==> src/rtl/vert_ucode_quicksort_asm.sv <==
// Micro-assembler and loader for the vertical-microcode quicksort engine.
// Ports: clk/rst (sync, active-low), start/base_pc open a load,
//   cmd_* is one symbolic instruction per vld/rdy handshake,
//   mem_* is the ucode RAM write port (we/rdy handshake),
//   done pulses on commit, count = words written, error is sticky.
module vert_ucode_quicksort_asm #(
   parameter int PC_W   = 8,
   parameter int INST_W = 16
) (
   input  logic              clk,
   input  logic              rst,
   input  logic              start,
   input  logic [PC_W-1:0]   base_pc,
   input  logic              cmd_vld,
   output logic              cmd_rdy,
   input  logic [4:0]        cmd_op,
   input  logic [2:0]        cmd_dst,
   input  logic [2:0]        cmd_src0,
   input  logic [2:0]        cmd_src1,
   input  logic [2:0]        cmd_imm,
   input  logic              cmd_wren,
   input  logic [1:0]        cmd_cc,
   input  logic [PC_W-1:0]   cmd_tgt,
   input  logic              cmd_last,
   output logic              mem_we,
   input  logic              mem_rdy,
   output logic [PC_W-1:0]   mem_addr,
   output logic [INST_W-1:0] mem_wdata,
   output logic              done,
   output logic [PC_W:0]     count,
   output logic              error
);

   typedef enum logic [1:0] {
      IDLE  = 2'd0,
      LOAD  = 2'd1,
      DRAIN = 2'd2,
      DONE  = 2'd3
   } state_t;

   state_t state;

   // Extra MSB marks "one past the last PC": a write at the top
   // address has happened and nothing more may be placed.
   logic [PC_W:0]     pc;
   logic              ovf;
   logic              xfer;
   logic              op_ok;
   logic              is_sub;
   logic              is_imm;
   logic [INST_W-1:0] enc;

   assign ovf     = pc[PC_W];
   assign cmd_rdy = (state == LOAD) && (!mem_we || mem_rdy) && !ovf;
   assign xfer    = cmd_vld && cmd_rdy;

   assign is_sub = (cmd_op == 5'd11) || (cmd_op == 5'd12);
   assign is_imm = (cmd_op == 5'd10) || (cmd_op == 5'd12);

   always_comb begin
      enc   = '0;
      op_ok = 1'b1;
      case (cmd_op)
         5'd0:  enc = '0;
         5'd1:  enc = {4'h1, 2'b00, cmd_cc, cmd_tgt};
         5'd2:  enc = {4'h2, 1'b0, 3'b000, 5'b00000, cmd_src1};
         5'd3:  enc = {4'h2, 1'b1, cmd_dst, 8'h00};
         5'd4:  enc = {4'h4, 1'b0, cmd_dst, 5'b00000, cmd_src1};
         5'd5:  enc = {4'h4, 1'b1, 3'b000, 1'b0, cmd_src0,
                       1'b0, cmd_src1};
         5'd6:  enc = {4'h6, 1'b0, cmd_dst, 4'h0, 1'b0, cmd_src1};
         5'd7:  enc = {4'h6, 1'b0, cmd_dst, 4'h0, 1'b1, cmd_imm};
         5'd8:  enc = {4'h6, 1'b1, cmd_dst, 4'h0, 1'b0, cmd_src1};
         5'd9, 5'd10, 5'd11, 5'd12:
            enc = {4'h7, is_sub, cmd_dst, cmd_wren, cmd_src0,
                   is_imm, is_imm ? cmd_imm : cmd_src1};
         5'd13: enc = {4'hC, 1'b0, 3'b000, cmd_tgt};
         5'd14: enc = {4'hC, 1'b1, 3'b000, 8'h00};
         5'd15: enc = {4'hF, 1'b0, 11'h000};
         5'd16: enc = {4'hF, 1'b1, 11'h000};
         default: op_ok = 1'b0;
      endcase
   end

   always_ff @(posedge clk) begin
      if (!rst) begin
         state     <= IDLE;
         pc        <= '0;
         mem_we    <= 1'b0;
         mem_addr  <= '0;
         mem_wdata <= '0;
         done      <= 1'b0;
         count     <= '0;
         error     <= 1'b0;
      end else begin
         done <= 1'b0;
         // Retire the held word; a new accept below may refill it.
         if (mem_we && mem_rdy) begin
            mem_we <= 1'b0;
            count  <= count + 1'b1;
         end
         case (state)
            IDLE: begin
               if (start) begin
                  pc    <= {1'b0, base_pc};
                  count <= '0;
                  error <= 1'b0;
                  state <= LOAD;
               end
            end
            LOAD: begin
               if (xfer) begin
                  if (op_ok) begin
                     mem_we    <= 1'b1;
                     mem_addr  <= pc[PC_W-1:0];
                     mem_wdata <= enc;
                     pc        <= pc + 1'b1;
                  end else begin
                     error <= 1'b1;
                  end
                  if (cmd_last) state <= DRAIN;
               end else if (ovf && cmd_vld) begin
                  // Program does not fit: refuse it and wrap up.
                  error <= 1'b1;
                  state <= DRAIN;
               end
            end
            DRAIN: begin
               if (!mem_we) begin
                  state <= DONE;
                  done  <= 1'b1;
               end
            end
            DONE: state <= IDLE;
            default: state <= IDLE;
         endcase
      end
   end

endmodule

==> config.mk <==
export PLATFORM = sky130hd
export DESIGN_NAME = vert_ucode_quicksort_asm
export DESIGN_NICKNAME = d
export VERILOG_FILES = /design/src/rtl/vert_ucode_quicksort_asm.sv
export SDC_FILE = /design/constraint.sdc
export NUM_CORES = 1
export LEC_CHECK = 0
export ABC_AREA = 0
export BUFFER_PORTS_ARGS = -buffer_cell sky130_fd_sc_hd__buf_4
export CAP_MARGIN = 15
export CORE_MARGIN = 8
export CORE_UTILIZATION = 45
export CTS_CLUSTER_DIAMETER = 30
export DETAILED_ROUTE_END_ITERATION = 6
export PLACE_DENSITY = 0.74
export SYNTH_ARGS = -nofsm -noshare
export SYNTH_HDL_FRONTEND = slang
export SYNTH_SLANG_ARGS = --single-unit
==> constraint.sdc <==
create_clock -name clk -period 4.7 [get_ports clk]
set_clock_uncertainty 0.15 [all_clocks]
set_input_delay 0.94 -clock clk [delete_from_list [all_inputs] [get_ports clk]]
set_output_delay 0.94 -clock clk [all_outputs]
set_load 0.01 [all_outputs]
==> After elaboration in Yosys (flattened, before gate mapping) <==
Cells that the tools add are included.
{ "word_totals": {"reg_bits": 47, "input_bits": 42, "elab_cells": 82} }
{ "op_classes": {"n_addsub": 2, "reduce_logical": 20, "mux": 26, "eq_ne": 26} }
{ "ops": {"columns": ["cell", "n"], "rows": [
  ["$pmux W16 S13", 1],
  ["$mux W9", 6],
  ["$eq A5 B4 Y1 const B", 8],
  ["$eq A5 B3 Y1 const B", 4],
  ["$add A9 B1 Y9 const B", 2],
  ["$pmux W9 S2", 1],
  ["$reduce_or A17 Y1", 1],
  ["$reduce_and A4 Y1", 3],
  ["$eq A5 B2 Y1 const B", 2],
  ["$mux W1", 10],
  ["$mux W2", 5],
  ["$ne A2 B2 Y1 const B", 4],
  ["$pmux W2 S4", 1],
  ["$ne A3 B3 Y1 const B", 2],
  ["$eq A5 B1 Y1 const B", 1],
  ["$eq A5 B5 Y1 const B", 1],
  ["$logic_and A1 B1 Y1", 5],
  ["$logic_not A5 Y1", 1],
  ["$eq A2 B2 Y1 const B", 2],
  ["$reduce_or A4 Y1", 1],
  ["$logic_or A1 B1 Y1", 3],
  ["$mux W3", 1],
  ["$ne A3 B2 Y1 const B", 1],
  ["$reduce_and A3 Y1", 1],
  ["other kinds (6)", 7]
]} }

==> Logic depth before layout (Yosys ltp) <==
{ "depth": {"word_depth": 7, "mapped_depth": 8, "depth_no_buf": 6} }

==> Worst setup path after synthesis <==
Ideal clock, no wire load.
{ "synth_timing": {"path_type": "input to register", "startpoint": "input port cmd_op[1]", "endpoint": "register mem_wdata[8]", "required_ps": 4428, "setup_slack_ps": 2243, "n_path_buf": 2, "setup_time_ps": 122, "path_stages": 6, "arrival_time_ps": 2185, "path_cell_list": "buf_6 > o41ai_4 > and4_1 > buf_2 > nor2_1 > a221o_1"} }
{ "synth_between": {"elab_chain_cells": 4, "word_cells_on_any_way": 22, "classes_between": "eq/ne: 16; mux: 2; reduce/logical: 4"} }
{ "synth_lines": {"columns": ["element", "line_no", "text"], "rows": [
  ["start, declared", "16", "input logic [4:0] cmd_op,"],
  ["$eq A5 B4 Y1 (tied with other cells)", "63", "case (cmd_op)"],
  ["$reduce_or A17 Y1 (no source line)", null, null],
  ["$mux W1", "63", null],
  ["$reduce_and A3 Y1 (no source line)", null, null],
  ["end signal, assigned", "116", "mem_wdata <= enc;"],
  ["end, declared", "28", "output logic [INST_W-1:0] mem_wdata,"]
]} }
Parallel ways exist; a longest one is shown, timed or not.
A chain may end at the register's enable or synchronous reset.

==> Final worst setup path <==
{ "layout_timing": {"startpoint": "input port cmd_op[2]", "endpoint": "register mem_wdata[9]"} }
Same word-level chain as after synthesis.

==> load_flow_metrics.sql <==
INSERT INTO impl_metrics (metric_group, metric, value, unit) VALUES
('status', 'run_status', 'finished clean', ''),
('clock_network', 'inserted_clock_buffers', '5', ''),
('clock_network', 'clock_latency', '310', 'ps'),
('die', 'initial_utilization', '0.4700', ''),
('place', 'gp_routability_congestion', '0.8571', ''),
('grt', 'wire_length_of_the_first_global_routing_pass', '11800', 'um'),
('route', 'via_per_inst', '5.733', ''),
('die', 'num_rows', '27', ''),
('clock_network', 'post_cts.resized_instances', '0', ''),
('clock_network', 'cts.hold.buffers_added', '0', ''),
('grt', 'grt_max_degree', '24', ''),
('setup_path', 'timing.critical_path.slowest_cell_delay', '670', 'ps'),
('synthesis', 'number_of_synthesized_flops_with_an_enable_pin', '0', ''),
('setup_path', 'cp_data_arrival_time', '2960', 'ps'),
('route', 'drt_pass1_iterations', '4', ''),
('setup_path', 'worst-path-buf-inv', '1', ''),
('clock_network', 'tritoncts', 'done', ''),
('finish', 'area_growth', '25.90', '%'),
('synthesis', 'synth_seq_cells', '47', ''),
('timing', 'final.setup.worst_slack', '1776', 'ps'),
('setup_path', 'critPathCaptureType', 'register', ''),
('timing', 'grt_setup_unrepaired', 'no', ''),
('die', 'core_area', '5540', 'um^2'),
('timing', 'setup_viol', '0', ''),
('finish', 'fillerInstances', '525', ''),
('die', 'io_pins', '79', ''),
('timing', 'fmax', '342.0', 'MHz'),
('setup_path', 'cell_breakdown_of_the_critical_path', 'buf_4 > o41ai_4 > and4_1 > nor2_1 > a221o_1', ''),
('clock_network', 'htree_levels', '2', ''),
('die', 'dieArea', '8476', 'um^2'),
('setup_path', 'crit_slowest_cell', 'and4_1', ''),
('clock_network', 'numClockSinks', '47', ''),
('grt', 'grt_pass1_vias', '2400', ''),
('setup_path', 'crit_path_max_fanout', '21', ''),
('power', 'worst_ir_drop_vdd', '0.1836', 'mV'),
('timing', 'timing.final.crit_share', '0.6221', ''),
('setup_path', 'kind_of_cell_adding_the_most_delay_to_the_critical_path', 'simple AND/OR/NAND/NOR gates', ''),
('clock_network', 'cts_root_buf', 'clkbuf_8', ''),
('grt', 'global_route.usage.total', '0.1650', ''),
('synthesis', 'synth_area', '2604', 'um^2'),
('grt', 'grt-busiest-layer', 'met2', ''),
('timing', 'timing.slew.headroom', '0.3200', ''),
('setup_path', 'worst-endpoint-required', '4740', 'ps'),
('clock_network', 'clk_path_buf_depth', '2', ''),
('synthesis', 'post_synth_main_area_contributors', 'dfxtp_1 36%, nand2_1 5.0%, a21oi_1 3.8%, nor2_1 2.7%, ha_1 2.4%', ''),
('job', 'cap_viol_max_count', '0', ''),
('synthesis', 'yosysUniqueCellTypes', '59', ''),
('finish', 'fin_nets', '424', ''),
('hold_path', 'worst_hold_path_type', 'register to register', ''),
('grt', 'grt_util_met3', '0.04156', ''),
('grt', 'grt-ovfl-total', '0', ''),
('synthesis', 'yosysWarningCount', '0', ''),
('timing', 'fin_crit', '2924', 'ps'),
('synthesis', 'synth_largest_area_cell', 'dfxtp_1', ''),
('power', 'report.power.total', '1.186', 'mW'),
('grt', 'antenna_found_initial', '0', ''),
('route', 'initialDrtViolationCount', '88', ''),
('synthesis', 'syn-mean-instance-area', '8.319', 'um^2'),
('place', 'place.port_buffers', '78', ''),
('finish', 'antenna_cells', '0', ''),
('power', 'power-per-cell-area', '361.8', 'nW/um^2'),
('synthesis', 'most_frequent_cell_after_synthesis', 'dfxtp_1', ''),
('synthesis', 'synth_seq_area_share', '0.3614', ''),
('timing', 'report.final.slew_viol_count', '0', ''),
('timing', 'slew_of_the_pin_with_the_lowest_slew_margin', '1007', 'ps'),
('route', 'detailroute.via_count', '2580', ''),
('finish', 'layout-drive-gt1-share', '0.2460', ''),
('clock_network', 'cts_post_setup_buffers_inserted', '0', ''),
('timing', 'fin_setup_tns', '0', 'ps'),
('setup_path', 'setup.worst_path.class', 'input port to register', ''),
('grt', 'groute.layer.met1.usage', '0.2105', '');
## layer usage
| metal | routed length, um | vias up |
|---|---|---|
| li1 | - | 1297 |
| met1 | 3285 | 1203 |
| met2 | 3273 | 70 |
| met3 | 441 | 10 |
| met4 | 116 | 0 |
| met5 | 0 | - |
## cell type report
cell class | count | share of cell area
Timing Repair Buffer | 78 | 0.1786
Clock buffer | 6 | 0.02519
Sequential cell | 47 | 0.2870
Multi-Input combinational cell | 231 | 0.4615
Tap cell | 72 | 0.02748
Clock inverter | 2 | 0.004198
Inverter | 14 | 0.01603
## sequential cells by signal (all words and copies together) (netlist names)
signal / count
count: 9
done: 1
error: 1
mem_addr: 8
mem_wdata: 16
mem_we: 1
pc: 9
state: 2
## cells in the final DEF (no fill, tap or decap), drive strengths merged, types with 3 or more instances in the layout
master,instances
and4,6
buf,78
o211ai,5
o22ai,4
ha,5
clkbuf,6
xor2,6
nand2b,8
and3,6
nand2,35
nor2,19
o2bb2ai,4
o32ai,3
inv,15
nor4,3
a211oi,3
dfxtp,47
a2111oi,3
nand4,7
nand3,12
or3b,3
a221oi,3
nor3,3
o311ai,6
nor3b,6
a311o,3
a21oi,20
xnor2,6
o21ai,10
nor2b,10
## cells by family (layout without fill, tap and decap cells)
logic type / Yosys count / in the layout / share of synthesized area
adder cells (fa/ha/maj): 5 / 5 / 0.02403
flip-flops: 47 / 47 / 0.3614
AND/OR/NAND/NOR: 126 / 126 / 0.2629
AO/OA/AOI/OAI: 86 / 86 / 0.2456
multiplexers: 2 / 2 / 0.008169
buffers and inverters: 35 / 100 / 0.05766
XOR/XNOR: 12 / 12 / 0.04036
## final timing paths
check / from / endpoint / slack, ps / cells after the start
worst max-delay path: cmd_op[2] / mem_wdata[9] / 1780 / 5
worst min register to register: mem_addr[7] / mem_addr[7] / 310 / 2
worst max register to register: state[1] / mem_wdata[9] / 1800 / 6
worst min-delay path: mem_addr[7] / mem_addr[7] / 310 / 2
## stage by stage
stage / instance area (um^2) / instances / utilization
final: 3278 / 450 / 0.5917
after global routing: 3278 / 450 / 0.5917
after CTS: 3278 / 450 / 0.5917
after detailed placement: 3182 / 442 / 0.5743
after global placement: 3182 / 442 / 0.5743
after floorplan: 2604 / 313 / -
## report_power, final
part / leakage, nW / internal, mW / total, mW / switching, mW
logic: 0.873 / 0.169 / 0.423 / 0.254
clock network: 0.0516 / 0.120 / 0.263 / 0.143
registers: 0.381 / 0.449 / 0.500 / 0.0507
## worst min-delay path, delay by kind of cell (launching register included)
family	cells	cell delay, ps
AOI/OAI and AO/OA	1	50
DFF	1	320
and+or+nand+nor	1	50
No activity file was read; power rests on OpenSTA's default activity.
